<file path="src/rtl/m68k_bus_pkg.sv">
// Shared types and constants for the 68k bus initiator.
// Covers the state encoding, data-strobe masks and the default timeout.
package m68k_bus_pkg;

    typedef enum logic [2:0] {
        ST_IDLE    = 3'd0,
        ST_SETUP   = 3'd1,
        ST_STROBE  = 3'd2,
        ST_WAIT    = 3'd3,
        ST_END     = 3'd4,
        ST_RECOVER = 3'd5
    } state_t;

    localparam logic [1:0] BE_WORD  = 2'b11;
    localparam logic [1:0] BE_UPPER = 2'b10;
    localparam logic [1:0] BE_LOWER = 2'b01;

    localparam int TIMEOUT_DEFAULT = 255;

endpackage

</file>
<file path="src/rtl/m68k_sync.sv">
// Multi-stage synchroniser for asynchronous active-low bus responses.
// Resets to 1 so that a released bus reads as "no response".
module m68k_sync #(
    parameter int STAGES = 2
) (
    input  logic clk,
    input  logic rst_n,
    input  logic d,
    output logic q
);

    logic [STAGES-1:0] ff;

    // Shift the raw input through the synchroniser chain
    always_ff @(posedge clk or negedge rst_n) begin
        if (!rst_n) begin
            ff <= '1;
        end else begin
            ff <= {ff[STAGES-2:0], d};
        end
    end

    assign q = ff[STAGES-1];

endmodule

</file>
<file path="src/rtl/m68k_bus_master.sv">
// 68000-style bus initiator driven by a request/response port.
// Define M68K_BUS_MASTER_RETRY_EN to retry BERR-terminated cycles.
module m68k_bus_master
    import m68k_bus_pkg::*;
#(
    parameter int SETUP_CYCLES   = 1,
    parameter int TIMEOUT_CYCLES = TIMEOUT_DEFAULT,
    parameter int SYNC_STAGES    = 2
) (
    input  logic        clk50,
    input  logic        reset_n,
    input  logic        req_valid,
    output logic        req_ready,
    input  logic        req_we,
    input  logic [22:0] req_addr,
    input  logic [1:0]  req_be,
    input  logic [15:0] req_wdata,
    output logic        rsp_valid,
    output logic [15:0] rsp_rdata,
    output logic        rsp_err,
    output logic [22:0] bus_addr,
    output logic        bus_rw,
    output logic        bus_as_n,
    output logic        bus_uds_n,
    output logic        bus_lds_n,
    output logic [15:0] bus_data_out,
    output logic        bus_data_oe,
    input  logic [15:0] bus_data_in,
    input  logic        dtack_n,
    input  logic        berr_n
);

    localparam logic [15:0] SETUP_LAST = 16'(SETUP_CYCLES - 1);
    localparam logic [15:0] TO_LAST    = 16'(TIMEOUT_CYCLES - 1);

    state_t      state, state_n;
    logic [15:0] cnt;
    logic        we_q;
    logic [1:0]  be_q;
    logic [22:0] addr_q;
    logic [15:0] wdata_q;
    logic [15:0] rdata_q;
    logic        err_q;
    logic        be0_q;
    logic        ready_q;
    logic        dtack_s;
    logic        berr_s;
    logic        retry;
    logic        accept;

    m68k_sync #(.STAGES(SYNC_STAGES)) u_sync_dtack (
        .clk   (clk50),
        .rst_n (reset_n),
        .d     (dtack_n),
        .q     (dtack_s)
    );

    m68k_sync #(.STAGES(SYNC_STAGES)) u_sync_berr (
        .clk   (clk50),
        .rst_n (reset_n),
        .d     (berr_n),
        .q     (berr_s)
    );

    assign accept       = req_valid && req_ready;
    assign bus_addr     = addr_q;
    assign bus_data_out = wdata_q;
    assign rsp_rdata    = rdata_q;
    assign rsp_err      = err_q;

    // State register
    always_ff @(posedge clk50 or negedge reset_n) begin
        if (!reset_n) begin
            state <= ST_IDLE;
        end else begin
            state <= state_n;
        end
    end

    // Next-state logic and bus/handshake outputs decoded from state
    always_comb begin
        state_n     = state;
        req_ready   = 1'b0;
        bus_as_n    = 1'b1;
        bus_uds_n   = 1'b1;
        bus_lds_n   = 1'b1;
        bus_rw      = 1'b1;
        bus_data_oe = 1'b0;
        rsp_valid   = be0_q;
        unique case (state)
            ST_IDLE: begin
                req_ready = ready_q;
                if (req_valid && ready_q && (|req_be)) begin
                    state_n = ST_SETUP;
                end
            end
            ST_SETUP: begin
                bus_rw      = ~we_q;
                bus_data_oe = we_q;
                if (cnt == SETUP_LAST) begin
                    state_n = ST_STROBE;
                end
            end
            ST_STROBE, ST_WAIT: begin
                bus_rw      = ~we_q;
                bus_data_oe = we_q;
                bus_as_n    = 1'b0;
                bus_uds_n   = ~(|(be_q & BE_UPPER));
                bus_lds_n   = ~(|(be_q & BE_LOWER));
                if (state == ST_STROBE) begin
                    state_n = ST_WAIT;
                end else if (!berr_s || !dtack_s || cnt == TO_LAST) begin
                    state_n = ST_END;
                end
            end
            ST_END: begin
                bus_rw      = ~we_q;
                bus_data_oe = we_q;
                rsp_valid   = ~retry;
                state_n     = ST_RECOVER;
            end
            ST_RECOVER: begin
                if (dtack_s && berr_s) begin
                    state_n = retry ? ST_SETUP : ST_IDLE;
                end
            end
            default: state_n = ST_IDLE;
        endcase
    end

    // Request latch, phase counter and response capture
    always_ff @(posedge clk50 or negedge reset_n) begin
        if (!reset_n) begin
            ready_q <= 1'b0;
            be0_q   <= 1'b0;
            cnt     <= '0;
            we_q    <= 1'b0;
            be_q    <= '0;
            addr_q  <= '0;
            wdata_q <= '0;
            rdata_q <= '0;
            err_q   <= 1'b0;
        end else begin
            ready_q <= 1'b1;
            be0_q   <= 1'b0;
            if (state_n != state) begin
                cnt <= '0;
            end else if (state == ST_SETUP || state == ST_WAIT) begin
                cnt <= cnt + 16'd1;
            end
            if (accept) begin
                we_q    <= req_we;
                addr_q  <= req_addr;
                be_q    <= req_be & BE_WORD;
                wdata_q <= req_wdata;
                err_q   <= ~(|req_be);
                be0_q   <= ~(|req_be);
            end
            if (state == ST_WAIT) begin
                if (!berr_s) begin
                    err_q <= 1'b1;
                end else if (!dtack_s) begin
                    if (!we_q) begin
                        rdata_q <= bus_data_in;
                    end
                end else if (cnt == TO_LAST) begin
                    err_q <= 1'b1;
                end
            end
            if (state == ST_RECOVER && state_n == ST_SETUP) begin
                err_q <= 1'b0;
            end
        end
    end

`ifdef M68K_BUS_MASTER_RETRY_EN
    logic       retry_q;
    logic [1:0] retry_cnt;

    // Re-run BERR-terminated cycles up to three times before reporting
    always_ff @(posedge clk50 or negedge reset_n) begin
        if (!reset_n) begin
            retry_q   <= 1'b0;
            retry_cnt <= '0;
        end else if (accept) begin
            retry_q   <= 1'b0;
            retry_cnt <= '0;
        end else if (state == ST_WAIT && !berr_s && retry_cnt != 2'd3) begin
            retry_q   <= 1'b1;
            retry_cnt <= retry_cnt + 2'd1;
        end else if (state == ST_RECOVER && state_n == ST_SETUP) begin
            retry_q <= 1'b0;
        end
    end

    assign retry = retry_q;
`else
    assign retry = 1'b0;
`endif

endmodule

</file>
<file path="config.mk">
export PLATFORM = sky130hd
export DESIGN_NAME = m68k_bus_master
export DESIGN_NICKNAME = d
export VERILOG_FILES = /design/src/rtl/m68k_bus_pkg.sv /design/src/rtl/m68k_sync.sv /design/src/rtl/m68k_bus_master.sv
export SDC_FILE = /design/constraint.sdc
export NUM_CORES = 1
export LEC_CHECK = 0
export BUFFER_PORTS_ARGS = -buffer_cell sky130_fd_sc_hd__buf_2
export CORE_ASPECT_RATIO = 1.4
export CORE_UTILIZATION = 43
export CTS_CLUSTER_SIZE = 16
export DETAILED_ROUTE_END_ITERATION = 8
export GPL_TIMING_DRIVEN = 1
export HOLD_SLACK_MARGIN = 0.05
export PLACE_DENSITY = 0.7
export SLEW_MARGIN = 20
export SYNTH_ARGS = -nofsm -noshare
export SYNTH_HDL_FRONTEND = slang
export SYNTH_SLANG_ARGS = --single-unit
</file>
<file path="constraint.sdc">
create_clock -name clk50 -period 1.9 [get_ports clk50]
set_input_delay 0.38 -clock clk50 [delete_from_list [all_inputs] [get_ports clk50]]
set_output_delay 0.38 -clock clk50 [all_outputs]
set_load 0.03 [all_outputs]
</file>
==> flow_summary.toml, run 1 <==
[synth]
avgSynthCellArea_um2 = 13.3
synth_flop_cell = "dfrtp_1"
synth_edf_count = 0
syn-cell-area_mm2 = 0.00355
synth_top_family_by_area = "multiplexers"
ys_warn_count = 0
post_synth_xor_area_fraction_pct = 2.72
synth-compound-area-share_pct = 4.62
syn_nets = 332
yosys.area_share.simple_pct = 11.4
synth_seq_cells = 84
yosysSeqAreaShare_pct = 59.4
yosysUniqueCellTypes = 42
async_reset_ff_share_pct = 100
synth_fa_ha_area_share_pct = 1.06
synthesis.instances = 266
synthMuxAreaShare_pct = 18.4

[power]
peakVddDrop_uv = 1200
power.leakage_nw = 2.22
p_total_mw = 8.11
powerDensity_mw_per_mm2 = 1740

[layout]
layout_commonest_cell = "buf_2"
final_cell_mix = "buf_2, dfrtp_1, mux2_2"
post_layout_nonfiller_instances = 513
diodes = 0
nNetsFinal = 474
fill_cells = 666
syn2layout_area_growth_pct = 31.6
postLayoutCellArea_mm2 = 0.00467
post-route-util_pct = 59.1
drive_above_1_share_pct = 55.9

[clock_network]
ctsResizeCount = 2
cts_tree = "yes"
clock_path_buffers = 2
numCtsBuffers = 9
cts_root_buf = "clkbuf_8"
h-tree-depth = 3
post-cts-setup-buffers = 0
cts_hold_buf = 0
worstSkewPairLatency_ps = 350
clk_pin_slew_ps = 80
clkSinkCount = 84

[sta]
max_freq_mhz = 552
finalClockSkew_ps = 7.99
whs_ps = 61.5
finalCriticalPeriod_ps = 1810
finalHoldViolCount = 0
setup_viol = 0
period_share_pct = 95.4
final_max_slew_viol_count = 0
rsz0062_at_grt = "false"

[place]
portBuffers = 125
dp.final_hpwl_um = 5720
gp_congestion = 0.823
dpl_cell_area_mm2 = 0.00444
dp_cells = 497

[route]
drc_errors = 0
drt_iter0_markers = 175
wire_per_inst_um = 15.1
via_count = 2601
dr.pass1.iters = 4
ant_nets = 0
drt_wl_total_um = 7760
vias_per_cell = 5.07

[global_route]
grt_overflow = 0
grtUsageMet1_pct = 22.5
use_met3_pct = 4.32
grt_max_degree = 85
top_usage_layer = "met2"
met2_usage_pct = 33.5
antenna_found_initial = 0
grt_pass1_vias = 2773
grt.total_usage_pct = 19.3
grt_pass1_wl_um = 12600

[flow_run]
cap_viol_max_count = 0

[min_path]
hp-class = "in -> async"

[setup_path]
arrival_ps = 1430
required_ps = 1520
worstSetupPathType = "reg -> out"
crit_path_end_kind = "output pin"
crit_family = "buffers and inverters"
critPathSlowestCell = "dfrtp_1"
path_max_fanout = 9
path_buf_inv = 2
cp-start-kind = "flop"
path_cells = "buf_4 -> nor4b_4 -> buf_2"
cpPeakStageDelay_ps = 400

[floorplanning]
core_mm2 = 0.00789
fp.dieH_um = 109
start_util_pct = 44.9
dieArea_mm2 = 0.00862
io_pins = 126
rows = 38
die_w_um = 78.7

[run_status]
status = "complete, no violations"
worst register-to-register path, stage by stage (launching register included):
cell      delay [ps]
dfrtp_1          420
nor4_1           460
buf_4            200
nand4_1          130
o22ai_2          220
buf_12           170
a211oi_1          50
worst paths after layout:
path | start | to | slack (ps) | cells past startpoint
setup / recovery | state[2] | req_ready | 90 | 3
hold / removal | reset_n | bus_addr[19] | 60 | 2
setup reg to reg | cnt[8] | cnt[12] | 120 | 6
hold reg to reg | u_sync_berr.ff[0] | u_sync_berr.ff[1] | 350 | 0
max in group asynchronous | reset_n | u_sync_berr.ff[0] | 1480 | 2
min in group clk50 | dtack_n | u_sync_dtack.ff[0] | 130 | 1
cell usage after synthesis (all sizes together), types with 3 or more instances:
cell type	n	area [um2]
dfrtp	80	2000
mux2	58	653
nor3	15	75.1
nand2	12	55.1
nand3	12	70.1
buf	11	52.6
inv	7	26.3
nor2	6	22.5
o21ai	6	30.0
xor2	6	52.6
a211oi	5	42.5
xnor2	5	43.8
dfstp	4	105
ha	3	37.5
nand4	3	18.8
nor4	3	18.8
o31ai	3	22.5
or3	3	18.8
or4	3	26.3
metrics by stage:
stage,setup TNS [ps],setup slack [ps]
after floorplan,-98.6,-3.29
after global placement,0,89.0
after detailed placement,0,114
after CTS,0,0.553
after global routing,0,15.4
final,0,88.3
routing by layer:
metal | part of all wire (%) | up-vias
li1 | - | 1239
met1 | 40 | 1269
met2 | 53 | 81
met3 | 5.2 | 12
met4 | 1.8 | 0
met5 | 0 | -
registers in the layout, indices dropped and copies added (netlist names):
register,cells
state,3
bus_data_out,16
we_q,1
bus_addr,23
u_sync_dtack.ff,2
ready_q,1
rsp_err,1
be_q,2
u_sync_berr.ff,2
cnt,16
rsp_rdata,16
be0_q,1
layout make-up:
type                    instances  area (um2)  share of cell area, %
well taps                     100         125                   2.68
multi-input cells             164        1390                   29.7
clock buffers                  14         153                   3.27
inverters                       7        26.3                  0.563
repair buffers                142         806                   17.3
clock inverters                 2        60.1                   1.29
flip-flops and latches         84        2110                   45.2
kinds of logic (layout without fill, tap and decap cells):
kind of cell,after synthesis,after routing
compound gates,22,22
other cells,1,1
mux,58,58
fa+ha+maj,3,3
buf+inv,18,165
simple gates,69,69
xor+xnor,11,11
flops,84,84
power breakdown:
| part | switching [mW] | internal (mW) | leakage (nW) | total (mW) |
|---|---|---|---|---|
| clock network | 0.596 | 0.780 | 0.105 | 1.38 |
| logic | 2.42 | 1.44 | 1.10 | 3.86 |
| registers | 0.381 | 2.49 | 1.02 | 2.87 |
| total | 3.40 | 4.71 | 2.22 | 8.11 |
Power figures use the tool's default switching activity.
==> run 2, diff against run 1 <==
Settings changed: CTS_BUF_LIST from default to sky130_fd_sc_hd__clkbuf_4 sky130_fd_sc_hd__clkbuf_8, PLACE_DENSITY 0.7 to default, PLACE_DENSITY_LB_ADDON from default to 0.05, TNS_END_PERCENT from default to 20.
==> flow_summary.toml, run 2 (same netlist as run 1, synthesis figures left out) <==
[route]
drc_errors = 0
ant_nets = 0
drt_wl_total_um = 7710
wire_per_inst_um = 14.9
drt_iter0_markers = 63
vias_per_cell = 5.04
via_count = 2618
dr.pass1.iters = 4

[floorplanning]
dieArea_mm2 = 0.00862
rows = 38
io_pins = 126
fp.dieH_um = 109
start_util_pct = 44.9
core_mm2 = 0.00789
die_w_um = 78.7

[setup_path]
critPathSlowestCell = "dfrtp_1"
arrival_ps = 1490
crit_path_end_kind = "output pin"
worstSetupPathType = "reg -> out"
crit_family = "flip-flops"
required_ps = 1520
cp-start-kind = "flop"
path_cells = "buf_6 -> nor2_2 -> xnor2_1 -> nand2_1 -> inv_1 -> buf_4"
path_buf_inv = 3
cpPeakStageDelay_ps = 430
path_max_fanout = 9

[clock_network]
clkSinkCount = 84
clock_path_buffers = 2
worstSkewPairLatency_ps = 360
numCtsBuffers = 9
post-cts-setup-buffers = 0
cts_root_buf = "clkbuf_8"
clk_pin_slew_ps = 90
h-tree-depth = 3
cts_tree = "yes"

[sta]
finalClockSkew_ps = 13.1
max_freq_mhz = 535
whs_ps = 116
period_share_pct = 98.4
fin_ws_ps = 30.1
final_max_slew_viol_count = 0
rsz0062_at_grt = "true"
setup_viol = 0
tns_ps = 0
finalHoldViolCount = 0
finalCriticalPeriod_ps = 1870

[layout]
syn2layout_area_growth_pct = 33.8
multi_input_area_mm2 = 0.00139
postLayoutCellArea_mm2 = 0.00475
largest_reg_flops = 23
final_cell_mix = "buf_2, dfrtp_1, mux2_2"
seq_area_mm2 = 0.00211
fill_cells = 705
nNetsFinal = 480
drive_above_1_share_pct = 57.3
layout_commonest_cell = "buf_2"
post-route-util_pct = 60.1
diodes = 0

[global_route]
grt_overflow = 0
grt.total_usage_pct = 19.6
antenna_found_initial = 0
grt_pass1_vias = 2706
grt_pass1_wl_um = 12700
grt_max_degree = 37

[place]
portBuffers = 125
preCtsSetupSlack_ps = 24.4
dpl_cell_area_mm2 = 0.00449
dp.final_hpwl_um = 5650
gp_congestion = 0.761

[power]
peakVddDrop_uv = 1100
powerDensity_mw_per_mm2 = 1720
power.leakage_nw = 2.27

[run_status]
status = "complete, no violations"

[flow_run]
cap_viol_max_count = 0

[min_path]
hp-class = "in -> reg"
-- run 2: worst paths after layout --
| path | startpoint | to | slack (ps) | cells past startpoint |
|---|---|---|---|---|
| worst min-delay path | berr_n | u_sync_berr.ff[0] | 120 | 1 |
| worst max-delay path | state[0] | bus_data_oe | 30 | 6 |
| worst min register to register | u_sync_dtack.ff[0] | u_sync_dtack.ff[1] | 360 | 0 |
| max in group asynchronous | reset_n | cnt[0] | 790 | 3 |
| worst max register to register | cnt[7] | cnt[15] | 80 | 4 |
| min in group asynchronous | reset_n | bus_addr[21] | 500 | 2 |
-- run 2: where the power goes --
group	switching (mW)	total, mW	internal (mW)
clock network	0.655	1.38	0.722
registers	0.357	2.85	2.49
logic	2.45	3.94	1.49
total	3.46	8.17	4.71
-- run 2: cell type report --
type | instances | area share, %
flip-flops and latches | 84 | 44.5
well taps | 100 | 2.64
clock inverters | 4 | 1.16
multi-input cells | 164 | 29.3
repair buffers | 148 | 18.4
clock buffers | 12 | 3.48
inverters | 7 | 0.554
-- run 2: what timing repair did --
action	in CTS	in global routing
hold buffers	1	0
endpoints found under the hold margin	27	0
gates resized for setup	4	4
setup endpoints to repair	5	23
pin swaps	1	0
-- run 2: through the flow --
step                total power, mW  std cells
global placement               6.73        502
global route                   8.61        519
finish                         8.17        519
CTS                            8.24        519
floorplan                      5.50        266
detailed placement             6.82        502
-- run 2: layer usage --
metal	wire, um	global-route usage [%]	vias up
li1	-	-	1245
met1	3050	22.3	1282
met2	4100	33.7	74
met3	395	5.15	17
met4	172	10.2	0
met5	0	0	-
